**src/rtl/digital_clock_ctrl.sv**
```systemverilog
// Timekeeping controller: hh:mm:ss counters, divider gating and a RUN/SET_HOUR/SET_MIN mode FSM.
// Optional 12-hour display with PM flag when DIGITAL_CLOCK_CTRL_12H_EN is defined.
module digital_clock_ctrl #(
  parameter logic TICK_IGNORE_FIRST = 1'b0
) (
  input  logic       clk,
  input  logic       rst,
  input  logic       tick_in,
  input  logic       btn_mode,
  input  logic       btn_inc,
  output logic       div_enable,
  output logic       div_clear,
  output logic [4:0] hours,
  output logic [5:0] minutes,
  output logic [5:0] seconds,
  output logic       pm,
  output logic [1:0] mode
);

  // state       | meaning
  // ST_RUN      | time advances on tick_in, divider enabled
  // ST_SET_HOUR | btn_inc steps hours, divider stopped
  // ST_SET_MIN  | btn_inc steps minutes, divider stopped
  typedef enum logic [1:0] {
    ST_RUN      = 2'd0,
    ST_SET_HOUR = 2'd1,
    ST_SET_MIN  = 2'd2
  } state_t;

`ifdef DIGITAL_CLOCK_CTRL_12H_EN
  localparam logic [4:0] HOUR_RST = 5'd12;
`else
  localparam logic [4:0] HOUR_RST = 5'd0;
`endif

  state_t     state_q, state_d;
  logic [4:0] hours_d, hour_nx;
  logic [5:0] minutes_d, seconds_d;
  logic       pm_d, pm_nx;
  logic       div_enable_d, div_clear_d;
  logic       ign_q, ign_d;
  logic       tick_eff, inc_eff, enter_set, exit_set;

  always_ff @(posedge clk or posedge rst) begin
    if (rst) begin
      state_q <= ST_RUN;
    end else begin
      state_q <= state_d;
    end
  end

  always_comb begin
    state_d = state_q;
    case (state_q)
      ST_RUN:      if (btn_mode) state_d = ST_SET_HOUR;
      ST_SET_HOUR: if (btn_mode) state_d = ST_SET_MIN;
      ST_SET_MIN:  if (btn_mode) state_d = ST_RUN;
      default:     state_d = ST_RUN;
    endcase
  end

  // Shared hour successor for both the running carry and the set-hour button.
  always_comb begin
    hour_nx = hours + 5'd1;
    pm_nx   = pm;
`ifdef DIGITAL_CLOCK_CTRL_12H_EN
    if (hours == 5'd11) begin
      hour_nx = 5'd12;
      pm_nx   = ~pm;
    end else if (hours == 5'd12) begin
      hour_nx = 5'd1;
    end
`else
    pm_nx = 1'b0;
    if (hours == 5'd23) hour_nx = 5'd0;
`endif
  end

  always_comb begin
    tick_eff     = (state_q == ST_RUN) && tick_in && !ign_q;
    inc_eff      = btn_inc && !btn_mode;
    enter_set    = (state_q == ST_RUN) && btn_mode;
    exit_set     = (state_q == ST_SET_MIN) && btn_mode;
    hours_d      = hours;
    minutes_d    = minutes;
    seconds_d    = seconds;
    pm_d         = pm;
    ign_d        = ign_q;
    div_enable_d = (state_d == ST_RUN);
    div_clear_d  = exit_set;

    if (tick_eff) begin
      if (seconds == 6'd59) begin
        seconds_d = 6'd0;
        if (minutes == 6'd59) begin
          minutes_d = 6'd0;
          hours_d   = hour_nx;
          pm_d      = pm_nx;
        end else begin
          minutes_d = minutes + 6'd1;
        end
      end else begin
        seconds_d = seconds + 6'd1;
      end
    end

    if (inc_eff && (state_q == ST_SET_HOUR)) begin
      hours_d = hour_nx;
      pm_d    = pm_nx;
    end
    if (inc_eff && (state_q == ST_SET_MIN)) begin
      minutes_d = (minutes == 6'd59) ? 6'd0 : minutes + 6'd1;
    end

    // A tick coinciding with btn_mode is applied first; entry then zeroes seconds.
    if (enter_set || exit_set) seconds_d = 6'd0;

    if ((state_q == ST_RUN) && tick_in) ign_d = 1'b0;
    if (enter_set) ign_d = 1'b0;
    if (exit_set)  ign_d = TICK_IGNORE_FIRST;
  end

  always_ff @(posedge clk or posedge rst) begin
    if (rst) begin
      hours      <= HOUR_RST;
      minutes    <= 6'd0;
      seconds    <= 6'd0;
      pm         <= 1'b0;
      div_enable <= 1'b1;
      div_clear  <= 1'b0;
      ign_q      <= 1'b0;
    end else begin
      hours      <= hours_d;
      minutes    <= minutes_d;
      seconds    <= seconds_d;
      pm         <= pm_d;
      div_enable <= div_enable_d;
      div_clear  <= div_clear_d;
      ign_q      <= ign_d;
    end
  end

  assign mode = state_q;

endmodule

```
**config.mk**
```make
export PLATFORM = sky130hd
export DESIGN_NAME = digital_clock_ctrl
export DESIGN_NICKNAME = d
export VERILOG_FILES = /design/src/rtl/digital_clock_ctrl.sv
export SDC_FILE = /design/constraint.sdc
export NUM_CORES = 1
export LEC_CHECK = 0
export ABC_CLOCK_PERIOD_IN_PS = 2100
export BUFFER_PORTS_ARGS = -buffer_cell sky130_fd_sc_hd__buf_2
export CAP_MARGIN = 30
export CORE_ASPECT_RATIO = 0.8
export CORE_MARGIN = 8
export CORE_UTILIZATION = 45
export CTS_CLUSTER_SIZE = 10
export DETAILED_ROUTE_END_ITERATION = 12
export GPL_TIMING_DRIVEN = 1
export HOLD_SLACK_MARGIN = 0.05
export PLACE_DENSITY = 0.65
export SLEW_MARGIN = 20
export SYNTH_ARGS = -nofsm -noshare
export SYNTH_HDL_FRONTEND = slang
export SYNTH_SLANG_ARGS = --single-unit
```
**constraint.sdc**
```tcl
create_clock -name clk -period 2.1 [get_ports clk]
set_input_delay 0.315 -clock clk [delete_from_list [all_inputs] [get_ports clk]]
set_output_delay 0.315 -clock clk [all_outputs]
set_load 0.005 [all_outputs]
```
### After elaboration in Yosys (flattened, before gate mapping)

Cells that the tools add are included.

| word-level totals | value |
|---|---|
| register bits after elaboration | 23 |
| bits of input ports | 5 |
| output and inout port bits | 22 |
| logic and storage cells | 60 |

| cells by class | value |
|---|---|
| $add $sub $neg | 3 |
| equal/unequal tests | 5 |
| mux-type cells | 23 |
| reductions and logical operators | 21 |

Operators with widths:

| cell | count |
|---|---|
| 6-bit two-way mux | 7 |
| 5-bit two-way mux | 5 |
| 6-bit by 1-bit adder with 6-bit output, second input constant | 2 |
| 6-bit == test, second input constant | 2 |
| 2-bit nonzero test | 6 |
| 1-bit logical AND | 7 |
| 1-bit two-way mux | 7 |
| 2-bit two-way mux | 3 |
| 2-bit case mux with 3 select lines | 1 |
| 5-bit by 1-bit adder with 5-bit output, second input constant | 1 |
| 5-bit == test, second input constant | 1 |
| 2-bit zero test | 2 |
| 3-bit AND reduction | 1 |
| 3-bit nonzero test | 1 |
| 2-bit by 1-bit == test with 1-bit output, second input constant | 1 |
| 2-bit == test, second input constant | 1 |
| 1-bit zero test | 2 |
| 2-bit AND reduction | 1 |
| 1-bit logical OR | 1 |

### Logic depth before layout (Yosys ltp)

Gate-level depths: netlist of the first run.

| depth | value |
|---|---|
| depth in word-level cells | 6 |
| mapped depth | 5 |
| depth with buffers taken out | 5 |

### Worst setup path after synthesis of the first run

Ideal clock, no wire load.

| timing path | value |
|---|---|
| path type | reg2reg |
| start point | reg seconds[2] |
| end point | reg minutes[2] |
| library setup time | 125 ps |
| arrival time | 1623 ps |
| required time | 1975 ps |
| setup slack | 352 ps |
| cell stages (with the launch flop) | 5 |
| path buffers | 0 |
| period minus slack after synthesis | 1748 ps |
| path through | dfrtp_1 > and4b_4 > a41oi_2 > or2_2 > mux2_2 |

| between the ends | value |
|---|---|
| cells in the longest elaborated chain, start to end | 3 |

RTL lines:

| what | RTL line | source |
|---|---|---|
| start: declaration | 15 | `output logic [5:0] seconds,` |
| start signal: assignment | 135 | `seconds <= seconds_d;` |
| 6-bit == test | 93 | `if (seconds == 6'd59) begin` |
| 2-bit nonzero test (no source line) | - |  |
| 2-bit AND reduction (no source line) | - |  |
| end signal: assignment | 134 | `minutes <= minutes_d;` |
| end: declaration | 14 | `output logic [5:0] minutes,` |

Every way passes these cells.
A chain may end at the register's enable or synchronous reset.

### Worst setup path in the final report of the first run

| timing path | value |
|---|---|
| start point | reg minutes[0] |
| end point | reg hours[1] |

| between the ends | value |
|---|---|
| cells in the longest elaborated chain, start to end | 3 |

RTL lines:

| what | RTL line | source |
|---|---|---|
| 6-bit == test | 95 | `if (minutes == 6'd59) begin` |
| 2-bit nonzero test (no source line) | - |  |
| 3-bit AND reduction (no source line) | - |  |
| end signal: assignment | 133 | `hours <= hours_d;` |
| end: declaration | 13 | `output logic [4:0] hours,` |

Every way passes these cells.

==> results by group, run 1 <==
Run status
  – Status: finished clean

Placement
  – Final GP Congestion: 0.913
  – Port Buffer Count: 25
  – Placed insts: 173
  – Hpwl dp: 2180 µm

STA
  – Slew HR: 48.7%
  – WHS: 0.130 ns
  – Fin crit share: 88.1%
  – Worst Tran Pin Value: 0.769 ns
  – RSZ-0062 raised after global routing: no
  – Final Hold Vio Count: 0
  – FMAX: 0.541 GHz
  – Fin Clk Skew: 0.00570 ns
  – Setup tns final: 0 ns
  – Minimum clock period: 1.85 ns
  – # setup viols final: 0
  – Pins Over Slew Limit: 0

Die
  – Die footprint: 4580 µm²
  – Row count: 16
  – Core Area: 2480 µm²
  – Die width: 73.7 µm
  – Initial core utilization: 48.2%
  – Total I/O pin count: 27
  – Die Ht: 62.1 µm

Setup path
  – CP Max Fanout: 5
  – Critical path startpoint category: flop
  – Crit path DAT: 2.05 ns
  – R2R Path Start: minutes[0]
  – Critical Path RT: 2.30 ns
  – Slowest library cell on the worst path: dfrtp_1
  – Worst Setup End Kind: flop
  – Setup Crit Path Kind: reg2reg
  – Critical path origin: minutes[0]
  – Ordered cell list for the critical path: ha_1 > nor2b_1 > nand3_1 > o41a_4 > mux2_4
  – Slowest cell delay on critical path: 0.42 ns
  – Critical path buffer and inverter count: 0
  – CP top delay family: flip-flops

Cells and area
  – Final Non-Filler Cells: 177
  – Antenna diode count: 0
  – Area grow syn2layout: 16.1%
  – Final nets: 150
  – Share of layout cells above drive strength 1: 31.2%
  – Layout fillers: 249

Yosys
  – Yosys cell types: 44
  – Yosys warning total: 0
  – Synth Cell Area: 1200 µm²
  – Post-synth EDFFs: 0
  – Synth async-reset ratio: 100%
  – Sequential share of the synthesized area: 44.0%
  – Post-synthesis cell count: 114
  – Mapped Avg Cell Area: 10.5 µm²
  – Post-synthesis net count: 122
  – Yosys reg bits: 21
  – Ys flop type: dfrtp_1

Route
  – Met3 routed WL: 130 µm
  – DRT antenna net count: 0
  – Routed via count: 985
  – Post-route DRC: 0
  – Via-to-Cell Ratio: 5.56
  – WL/cell: 15.5 µm
  – DRT met1 WL: 1370 µm
  – Post-Route WL: 2740 µm
  – Routed wl met2: 1230 µm
  – Detailed Routing Iterations Pass 1: 4
  – Initial drt markers: 87
  – Max layer used: met4

Hold path
  – Hold WC Path Type: in2async

Clock network
  – Total CTS buffers: 3
  – CTS tree: built
  – Clock buffer depth: 2
  – Post-CTS Resized: 0
  – Setup bufs post-CTS: 0
  – Reg clk slew, reported paths: 0.11 ns
  – Root buf cell: clkbuf_4
  – CTS sink cnt: 21
  – Cts hold-fix bufs: 0
  – CTS H-tree depth: 1
  – Worst-Skew Late Latency: 0.30 ns

GRT
  – Vias in the first global route: 981
  – GRT Overall Usage: 12.4%
  – Largest net degree at the start of global routing: 22
  – First-pass GRT wire length: 4650 µm
  – Initial antenna violation count: 0
  – Total grt overflow: 0

Power
  – Pwr Density: 1090 nW/µm²
  – Pleak: 0.659 nW
  – Pwr Total: 1.52 mW
  – Maximum VDD drop: 0.000626 V

Job
  – Max Cap Violations: 0
## path summary, 6_finish.rpt
check	cells past startpoint	slack [ns]	end
worst max-delay path	5	0.25	hours[1]
worst min-delay path	2	0.13	minutes[1]
worst max register to register	5	0.25	hours[1]
worst min register to register	1	0.53	hours[4]
max in group asynchronous	2	1.48	div_clear
min in group clk	3	0.41	mode[1]
## synthesized netlist by cell type (2+ instances only)
library cell / instances / area share, %
a21o_1: 2 / 1.3
a21oi_1: 3 / 1.3
a22o_1: 2 / 1.5
and2_1: 2 / 1.0
and3_1: 3 / 1.6
clkbuf_2: 2 / 0.84
dfrtp_1: 20 / 42
ha_1: 3 / 3.1
inv_1: 6 / 1.9
mux2_2: 3 / 2.8
mux2_4: 2 / 2.5
nand2_1: 7 / 2.2
nand2b_1: 2 / 1.0
nand3_1: 5 / 2.1
nand4_1: 3 / 1.6
nor2_1: 5 / 1.6
nor2b_1: 4 / 2.1
nor3_1: 2 / 0.84
o211ai_1: 2 / 1.3
o21ai_0: 7 / 2.9
o221ai_1: 2 / 1.5
o31ai_1: 2 / 1.3
o41ai_1: 2 / 1.5
or3_1: 3 / 1.6
## kinds of logic after synthesis
logic type / synth area share [%]
flops: 44.0
simple gates: 21.2
fa+ha+maj: 3.14
other cells: 0.313
xor+xnor: 0.732
buf+inv: 4.07
mux: 6.17
compound gates: 20.4
## metrics by stage
| step | setup slack [ns] | cell area [µm²] | utilization (%) |
|---|---|---|---|
| final | 0.250 | 1390 | 56.0 |
| after global routing | 0.141 | 1390 | 56.0 |
| after CTS | 0.241 | 1390 | 56.0 |
| after detailed placement | 0.256 | 1360 | 54.9 |
| after global placement | 0.331 | 1360 | 54.9 |
| after floorplan | 0.352 | 1200 | - |
## cells in the final DEF, fill, tap and decap left out, types with 2 or more instances in the layout
cell and n:
and2_1 2, nor2_1 5, nand3_1 5, buf_2 25, nor2b_1 4, o41ai_1 2, o21ai_0 7, nand2_1 7
o211ai_1 2, nand4_1 3, buf_4 3, and3_1 3, nor3_1 2, inv_1 6, dfrtp_1 20, a22o_1 2
or3_1 3, o31ai_1 2, clkbuf_4 3, nand2b_1 2, a21oi_1 3, mux2_4 2, a21o_1 2, mux2_2 3
ha_1 3, o221ai_1 2
## per-layer routing
metal | track usage, % | vias up
met4 | 1.49 | 0
li1 | - | 484
met5 | 0 | -
met3 | 4.17 | 2
met2 | 18.6 | 27
met1 | 16.9 | 472
## final cells by class
class,instances,area (µm²),area share [%]
clock buffer,4,26.3,1.89
inverter,6,22.5,1.62
multi-input combinational,82,622,44.7
sequential,21,527,37.9
tap,36,45.0,3.24
timing repair buffer,28,148,10.6
## flip-flops by register name, summed over array words and instances, names as in the netlist
name,count
div_clear,1
div_enable,1
hours,5
minutes,6
mode,2
seconds,6
## power breakdown
group | switching, mW | leakage [nW] | total, mW | internal [mW]
clock network | 0.116 | 0.0150 | 0.190 | 0.0740
logic | 0.324 | 0.379 | 0.640 | 0.316
registers | 0.154 | 0.266 | 0.689 | 0.535
No activity file was read; power rests on OpenSTA's default activity.
==> run 2: changes to the inputs <==
--- a/config.mk
+++ b/config.mk
@@ -5,7 +5,7 @@
 export SDC_FILE = /design/constraint.sdc
 export NUM_CORES = 1
 export LEC_CHECK = 0
-export ABC_CLOCK_PERIOD_IN_PS = 2100
+export ABC_CLOCK_PERIOD_IN_PS = 1800
 export BUFFER_PORTS_ARGS = -buffer_cell sky130_fd_sc_hd__buf_2
 export CAP_MARGIN = 30
 export CORE_ASPECT_RATIO = 0.8
==> constraint.sdc (replaced) <==
create_clock -name clk -period 1.8 [get_ports clk]
set_input_delay 0.27 -clock clk [delete_from_list [all_inputs] [get_ports clk]]
set_output_delay 0.27 -clock clk [all_outputs]
set_load 0.005 [all_outputs]
==> run 2 against run 1 <==
Compared with the run above:
- global-route usage is 0.18 points higher
- core utilization is 5.4 points higher
- clock-buffer cell count shrank 1
- die area did not move
- critical path type unchanged
- largest cell class unchanged
- highest routed layer unchanged
==> results by group, run 2 (synthesis results as in run 1) <==
Cells and area
  – Antenna diode count: 0 (unchanged)
  – Area grow syn2layout: 27.3% (was 16.1%)
  – Final nets: 167 (was 150)
  – Layout fillers: 234 (was 249)
  – Final Non-Filler Cells: 194 (was 177)
  – Most common cell after layout, fill and taps aside: buf_2 (unchanged)
  – Multi-input logic area: 624 µm² (was 622 µm²)
  – Most frequent cells in the layout: buf_2 (25), dfrtp_1 (20), buf_4 (19), o21ai_0 (7), nand2_1 (7) (was buf_2 (25), dfrtp_1 (20), o21ai_0 (7), nand2_1 (7), inv_1 (6))
  – Seq. cell area: 527 µm² (unchanged)
  – Top Registers: minutes (6), seconds (6), hours (5) (unchanged)
  – Share of layout cells above drive strength 1: 39.2% (was 31.2%)

Setup path
  – Setup Crit Path Kind: reg2reg (unchanged)
  – Slowest library cell on the worst path: o41a_4 (was dfrtp_1)
  – CP Max Fanout: 5 (unchanged)
  – Slowest cell delay on critical path: 0.47 ns (was 0.42 ns)
  – Critical path startpoint category: flop (unchanged)
  – Critical Path RT: 2.00 ns (was 2.30 ns)
  – Ordered cell list for the critical path: and4b_4 > nand2_4 > o41a_4 > mux2_4 (was ha_1 > nor2b_1 > nand3_1 > o41a_4 > mux2_4)
  – Crit path DAT: 1.94 ns (was 2.05 ns)
  – Worst Setup End Kind: flop (unchanged)

STA
  – Slew HR: 63.0% (was 48.7%)
  – # setup viols final: 0 (unchanged)
  – Pins Over Slew Limit: 0 (unchanged)
  – Minimum clock period: 1.74 ns (was 1.85 ns)
  – Final Hold Vio Count: 0 (unchanged)
  – Setup tns final: 0 ns (unchanged)
  – FMAX: 0.574 GHz (was 0.541 GHz)
  – Fin Clk Skew: 0.0177 ns (was 0.00570 ns)
  – Fin crit share: 96.7% (was 88.1%)
  – RSZ-0062 raised after global routing: no (unchanged)
  – Worst Tran Pin Value: 0.549 ns (was 0.769 ns)

GRT
  – Total grt overflow: 0 (unchanged)
  – GRT Overall Usage: 12.5% (was 12.4%)
  – First-pass GRT wire length: 4610 µm (was 4650 µm)
  – Initial antenna violation count: 0 (unchanged)
  – Largest net degree at the start of global routing: 22 (unchanged)
  – Vias in the first global route: 1,013 (was 981)

Power
  – Switching Share: 37.6% (was 39.1%)
  – Pwr Density: 1250 nW/µm² (was 1090 nW/µm²)
  – P_int: 1.19 mW (was 0.925 mW)
  – Gate power share: 47.6% (was 42.1%)
  – Sequential Power Share: 39.9% (was 45.4%)
  – Pleak: 0.749 nW (was 0.659 nW)
  – Clock power share: 12.5% (about the same)
  – P_sw: 0.715 mW (was 0.594 mW)
  – Maximum VDD drop: 0.000729 V (was 0.000626 V)

Clock network
  – Root buf cell: clkbuf_4 (unchanged)
  – CTS H-tree depth: 1 (unchanged)
  – Worst-Skew Late Latency: 0.32 ns (was 0.30 ns)
  – Clock buffer depth: 2 (unchanged)
  – CTS sink cnt: 21 (unchanged)
  – CTS tree: built (unchanged)
  – Total CTS buffers: 3 (unchanged)
  – Reg clk slew, reported paths: 0.13 ns (was 0.11 ns)

Route
  – Post-route DRC: 0 (unchanged)
  – Detailed Routing Iterations Pass 1: 4 (unchanged)
  – WL/cell: 14.2 µm (was 15.5 µm)
  – Via-to-Cell Ratio: 5.46 (was 5.56)
  – Initial drt markers: 86 (was 87)
  – Post-Route WL: 2760 µm (was 2740 µm)
  – Routed via count: 1,059 (was 985)
  – DRT antenna net count: 0 (unchanged)

Placement
  – Final GP Congestion: 0.895 (was 0.913)
  – Hpwl dp: 2170 µm (was 2180 µm)
  – Placed insts: 187 (was 173)
  – Port Buffer Count: 25 (unchanged)

Die
  – Die width: 73.7 µm (unchanged)
  – Core Area: 2480 µm² (unchanged)
  – Row count: 16 (unchanged)
  – Initial core utilization: 48.2% (unchanged)
  – Total I/O pin count: 27 (unchanged)
  – Die Ht: 62.1 µm (unchanged)
  – Die footprint: 4580 µm² (unchanged)

Hold path
  – Hold WC Path Type: in2reg (was in2async)

Run status
  – Status: finished clean (unchanged)

Job
  – Max Cap Violations: 0 (unchanged)
-- run 2: final timing paths --
| kind | slack [ns] | depth (start not counted) | end | startpoint |
|---|---|---|---|---|
| hold reg to reg | 0.52 | 1 | hours[4] | hours[4] |
| hold / removal | 0.33 | 3 | mode[1] | btn_mode |
| setup reg to reg | 0.06 | 4 | hours[0] | seconds[2] |
| min in group asynchronous | 0.50 | 4 | minutes[2] | rst |
| max in group asynchronous | 1.03 | 4 | div_enable | rst |
| setup / recovery | 0.06 | 4 | hours[0] | seconds[2] |
-- run 2: area by class of cell --
class | instances | share of cell area [%]
flip-flops and latches | 21 | 34.6
well taps | 36 | 2.96
multi-input cells | 82 | 41.0
clock inverters | 1 | 0.328
clock buffers | 3 | 1.48
inverters | 6 | 1.48
repair buffers | 45 | 18.2
-- run 2: power by group through the flow --
stage / registers [mW] / clock network (mW) / logic (mW)
after floorplan: 0.781 / 0 / 0.481
after global placement: 0.758 / 0 / 0.881
after detailed placement: 0.768 / 0 / 0.897
after CTS: 0.758 / 0.243 / 0.905
after global routing: 0.776 / 0.256 / 1.02
final: 0.758 / 0.238 / 0.905
-- run 2: stage by stage --
| stage | setup slack, ns | util, % | hold slack [ns] | instance area [µm²] | total power [mW] |
|---|---|---|---|---|---|
| floorplan | 0.0523 | - | 0.246 | 1200 | 1.26 |
| global placement | 0.108 | 59.2 | 0.313 | 1470 | 1.64 |
| detailed placement | 0.0835 | 59.2 | 0.330 | 1470 | 1.67 |
| CTS | 0.0273 | 60.7 | 0.329 | 1510 | 1.91 |
| global route | 0.00707 | 61.4 | 0.351 | 1520 | 2.05 |
| finish | 0.0591 | 61.4 | 0.332 | 1520 | 1.90 |
-- run 2: metal layers --
metal	vias to the layer above	GRT usage [%]	routed length, µm
met2	39	17.5	1180
met1	502	17.5	1330
met3	5	4.81	217
met4	0	2.99	27
li1	513	-	-
met5	-	0	0
-- run 2: timing repair --
action                                 4_1_cts  5_1_grt
buffers inserted                             0        2
endpoints found under the hold margin       20        0
resized for setup                            0        1
hold buffers                                 1        0
setup endpoints to repair                    0        3
-- run 2: critical path: cells and delay by family, from the launching register on --
kind / cells / cell delay (ns)
compound gates: 1 / 0.47
simple gates: 2 / 0.43
flops: 1 / 0.40
mux: 1 / 0.31
==> run 3: changes to the inputs <==
--- a/config.mk
+++ b/config.mk
@@ -10,13 +10,14 @@
 export CAP_MARGIN = 30
 export CORE_ASPECT_RATIO = 0.8
 export CORE_MARGIN = 8
-export CORE_UTILIZATION = 45
+export CORE_UTILIZATION = 30
 export CTS_CLUSTER_SIZE = 10
 export DETAILED_ROUTE_END_ITERATION = 12
 export GPL_TIMING_DRIVEN = 1
 export HOLD_SLACK_MARGIN = 0.05
-export PLACE_DENSITY = 0.65
+export PLACE_DENSITY = 0.58
 export SLEW_MARGIN = 20
 export SYNTH_ARGS = -nofsm -noshare
 export SYNTH_HDL_FRONTEND = slang
 export SYNTH_SLANG_ARGS = --single-unit
+export TNS_END_PERCENT = 5
==> run 3 against run 2 <==
Compared with the run above:
- sequential power up 0.7%
- fmax up 1.0%
- power is 4.3% higher
- first-iteration DRC count shrank 30%
- clock skew is 0.014 ns lower
- design area up 1.9%
- flip-flop and latch count did not move
- clock power grew 26%
- critical path type unchanged
==> results by group, run 3 (synthesis results as in run 1) <==
Run status
  – Status: finished clean (unchanged)

Route
  – Via-to-Cell Ratio: 4.85 (was 5.46)
  – Initial drt markers: 60 (was 86)
  – DRT antenna net count: 0 (unchanged)
  – Post-route DRC: 0 (unchanged)
  – WL/cell: 14.1 µm (was 14.2 µm)
  – Detailed Routing Iterations Pass 1: 6 (was 4)
  – Post-Route WL: 2980 µm (was 2760 µm)
  – Routed via count: 1,023 (was 1,059)

Die
  – Initial core utilization: 31.5% (was 48.2%)
  – Die footprint: 6280 µm² (was 4580 µm²)
  – Core Area: 3800 µm² (was 2480 µm²)
  – Die Ht: 72.5 µm (was 62.1 µm)
  – Total I/O pin count: 27 (unchanged)
  – Row count: 20 (was 16)
  – Die width: 86.6 µm (was 73.7 µm)

Setup path
  – Ordered cell list for the critical path: and4b_4 > nand2_4 > o41a_4 > mux2_4 (unchanged)
  – Critical path buffer and inverter count: 0 (unchanged)
  – Critical Path RT: 1.94 ns (was 2.00 ns)
  – Slowest library cell on the worst path: o41a_4 (unchanged)
  – Slowest cell delay on critical path: 0.47 ns (about the same)
  – CP Max Fanout: 5 (unchanged)
  – Crit path DAT: 1.86 ns (was 1.94 ns)
  – Setup Crit Path Kind: reg2reg (unchanged)
  – Critical path startpoint category: flop (unchanged)
  – Worst Setup End Kind: flop (unchanged)
  – CP top delay family: compound AO/OA/AOI/OAI gates (unchanged)

Clock network
  – Worst-Skew Late Latency: 0.25 ns (was 0.32 ns)
  – Reg clk slew, reported paths: 0.07 ns (was 0.13 ns)
  – Clock buffer depth: 2 (unchanged)
  – CTS H-tree depth: 1 (unchanged)
  – Total CTS buffers: 3 (unchanged)
  – CTS tree: built (unchanged)
  – CTS sink cnt: 21 (unchanged)
  – Root buf cell: clkbuf_8 (was clkbuf_4)

Cells and area
  – Most common cell after layout, fill and taps aside: buf_2 (unchanged)
  – Top Registers: minutes (6), seconds (6), hours (5) (unchanged)
  – Finished Core Util: 40.8% (was 61.4%)
  – Antenna diode count: 0 (unchanged)
  – Area grow syn2layout: 29.7% (was 27.3%)
  – Most frequent cells in the layout: buf_2 (25), dfrtp_1 (20), buf_4 (17), o21ai_0 (7), nand2_1 (7) (was buf_2 (25), dfrtp_1 (20), buf_4 (19), o21ai_0 (7), nand2_1 (7))
  – Share of layout cells above drive strength 1: 38.5% (was 39.2%)
  – Final nets: 165 (was 167)
  – Layout fillers: 393 (was 234)

Hold path
  – Hold WC Path Type: in2reg (unchanged)

STA
  – Worst Tran Pin Value: 0.606 ns (was 0.549 ns)
  – Pins Over Slew Limit: 0 (unchanged)
  – Final Hold Vio Count: 0 (unchanged)
  – RSZ-0062 raised after global routing: no (unchanged)
  – Fin crit share: 95.7% (was 96.7%)
  – # setup viols final: 0 (unchanged)
  – Setup tns final: 0 ns (unchanged)
  – Slew HR: 59.2% (was 63.0%)
  – Fin Clk Skew: 0.00337 ns (was 0.0177 ns)
  – Minimum clock period: 1.72 ns (was 1.74 ns)
  – FMAX: 0.580 GHz (was 0.574 GHz)

GRT
  – Initial antenna violation count: 0 (unchanged)
  – Largest net degree at the start of global routing: 22 (unchanged)
  – GRT Overall Usage: 9.97% (was 12.5%)
  – Vias in the first global route: 1,105 (was 1,013)
  – Total grt overflow: 0 (unchanged)
  – First-pass GRT wire length: 5090 µm (was 4610 µm)

Job
  – Max Cap Violations: 0 (unchanged)

Power
  – Maximum VDD drop: 0.000351 V (was 0.000729 V)
  – P_int: 1.26 mW (was 1.19 mW)
  – Gate power share: 46.4% (was 47.6%)
  – Switching Share: 36.3% (was 37.6%)
  – Clock power share: 15.1% (was 12.5%)
  – Sequential Power Share: 38.5% (was 39.9%)
  – Pleak: 0.742 nW (was 0.749 nW)
  – P_sw: 0.720 mW (was 0.715 mW)
  – Pwr Density: 1280 nW/µm² (was 1250 nW/µm²)

Placement
  – Final GP Congestion: 0.824 (was 0.895)
  – Port Buffer Count: 25 (unchanged)
  – Hpwl dp: 2360 µm (was 2170 µm)
-- run 3: changes by cell type in the layout (fill, tap and decap cells not counted) --
cell,before,now
clkbuf_4,3,0
clkbuf_8,0,3
buf_4,19,17
clkbuf_1,0,1
clkinv_2,1,0
ha_1,3,2
ha_2,0,1
-- run 3: layout make-up --
class                   count  area, µm²  share of cell area (%)
well taps                  55       68.8                    4.43
flip-flops and latches     21        527                    33.9
inverters                   6       22.5                    1.45
clock buffers               4       45.0                    2.90
repair buffers             43        263                    16.9
multi-input cells          82        627                    40.4
-- run 3: power by group through the flow --
stage / logic (mW) / clock network [mW] / registers, mW
2_1_floorplan: 0.481 / 0 / 0.781
3_3_place_gp: 0.879 / 0 / 0.758
3_5_place_dp: 0.914 / 0 / 0.769
4_1_cts: 0.918 / 0.314 / 0.763
5_1_grt: 1.03 / 0.339 / 0.789
6_report: 0.920 / 0.300 / 0.763
-- run 3: worst reg2reg max path: cells and delay by family, from the launching register on --
family             cells  cell delay [ns]
AOI/OAI and AO/OA      1             0.47
and+or+nand+nor        2             0.46
DFF                    1             0.38
muxes                  1             0.31
-- run 3: what timing repair did --
item / in CTS / in global routing
endpoints found under the hold margin: 9 / 0
gates resized for setup: 0 / 2
hold buffers: 1 / 0
setup endpoints to repair: 0 / 5
buffers inserted: 0 / 1
-- run 3: path summary, 6_finish.rpt --
check | from | to | slack [ns] | depth (start not counted)
setup / recovery | seconds[2] | hours[0] | 0.08 | 4
hold / removal | btn_mode | mode[1] | 0.42 | 3
setup reg to reg | seconds[2] | hours[0] | 0.08 | 4
hold reg to reg | hours[4] | hours[4] | 0.53 | 1
max in group asynchronous | rst | div_enable | 0.93 | 4
min in group asynchronous | rst | seconds[0] | 0.59 | 4
-- run 3: layer usage --
metal	global-route usage [%]	routed length [µm]
met1	11.5	1350
met2	17.5	1480
met3	1.92	128
met4	4.19	27
met5	0	0
-- run 3: stage by stage --
step / hold slack [ns] / total power, mW / std cells / setup WS [ns] / instance area [µm²]
detailed placement: 0.320 / 1.68 / 205 / 0.0353 / 1490
finish: 0.421 / 1.98 / 211 / 0.0770 / 1550
global placement: 0.317 / 1.64 / 205 / 0.107 / 1490
global route: 0.427 / 2.16 / 211 / 0.00208 / 1550
floorplan: 0.246 / 1.26 / 114 / 0.0523 / 1200
CTS: 0.409 / 2.00 / 210 / 0.0145 / 1540
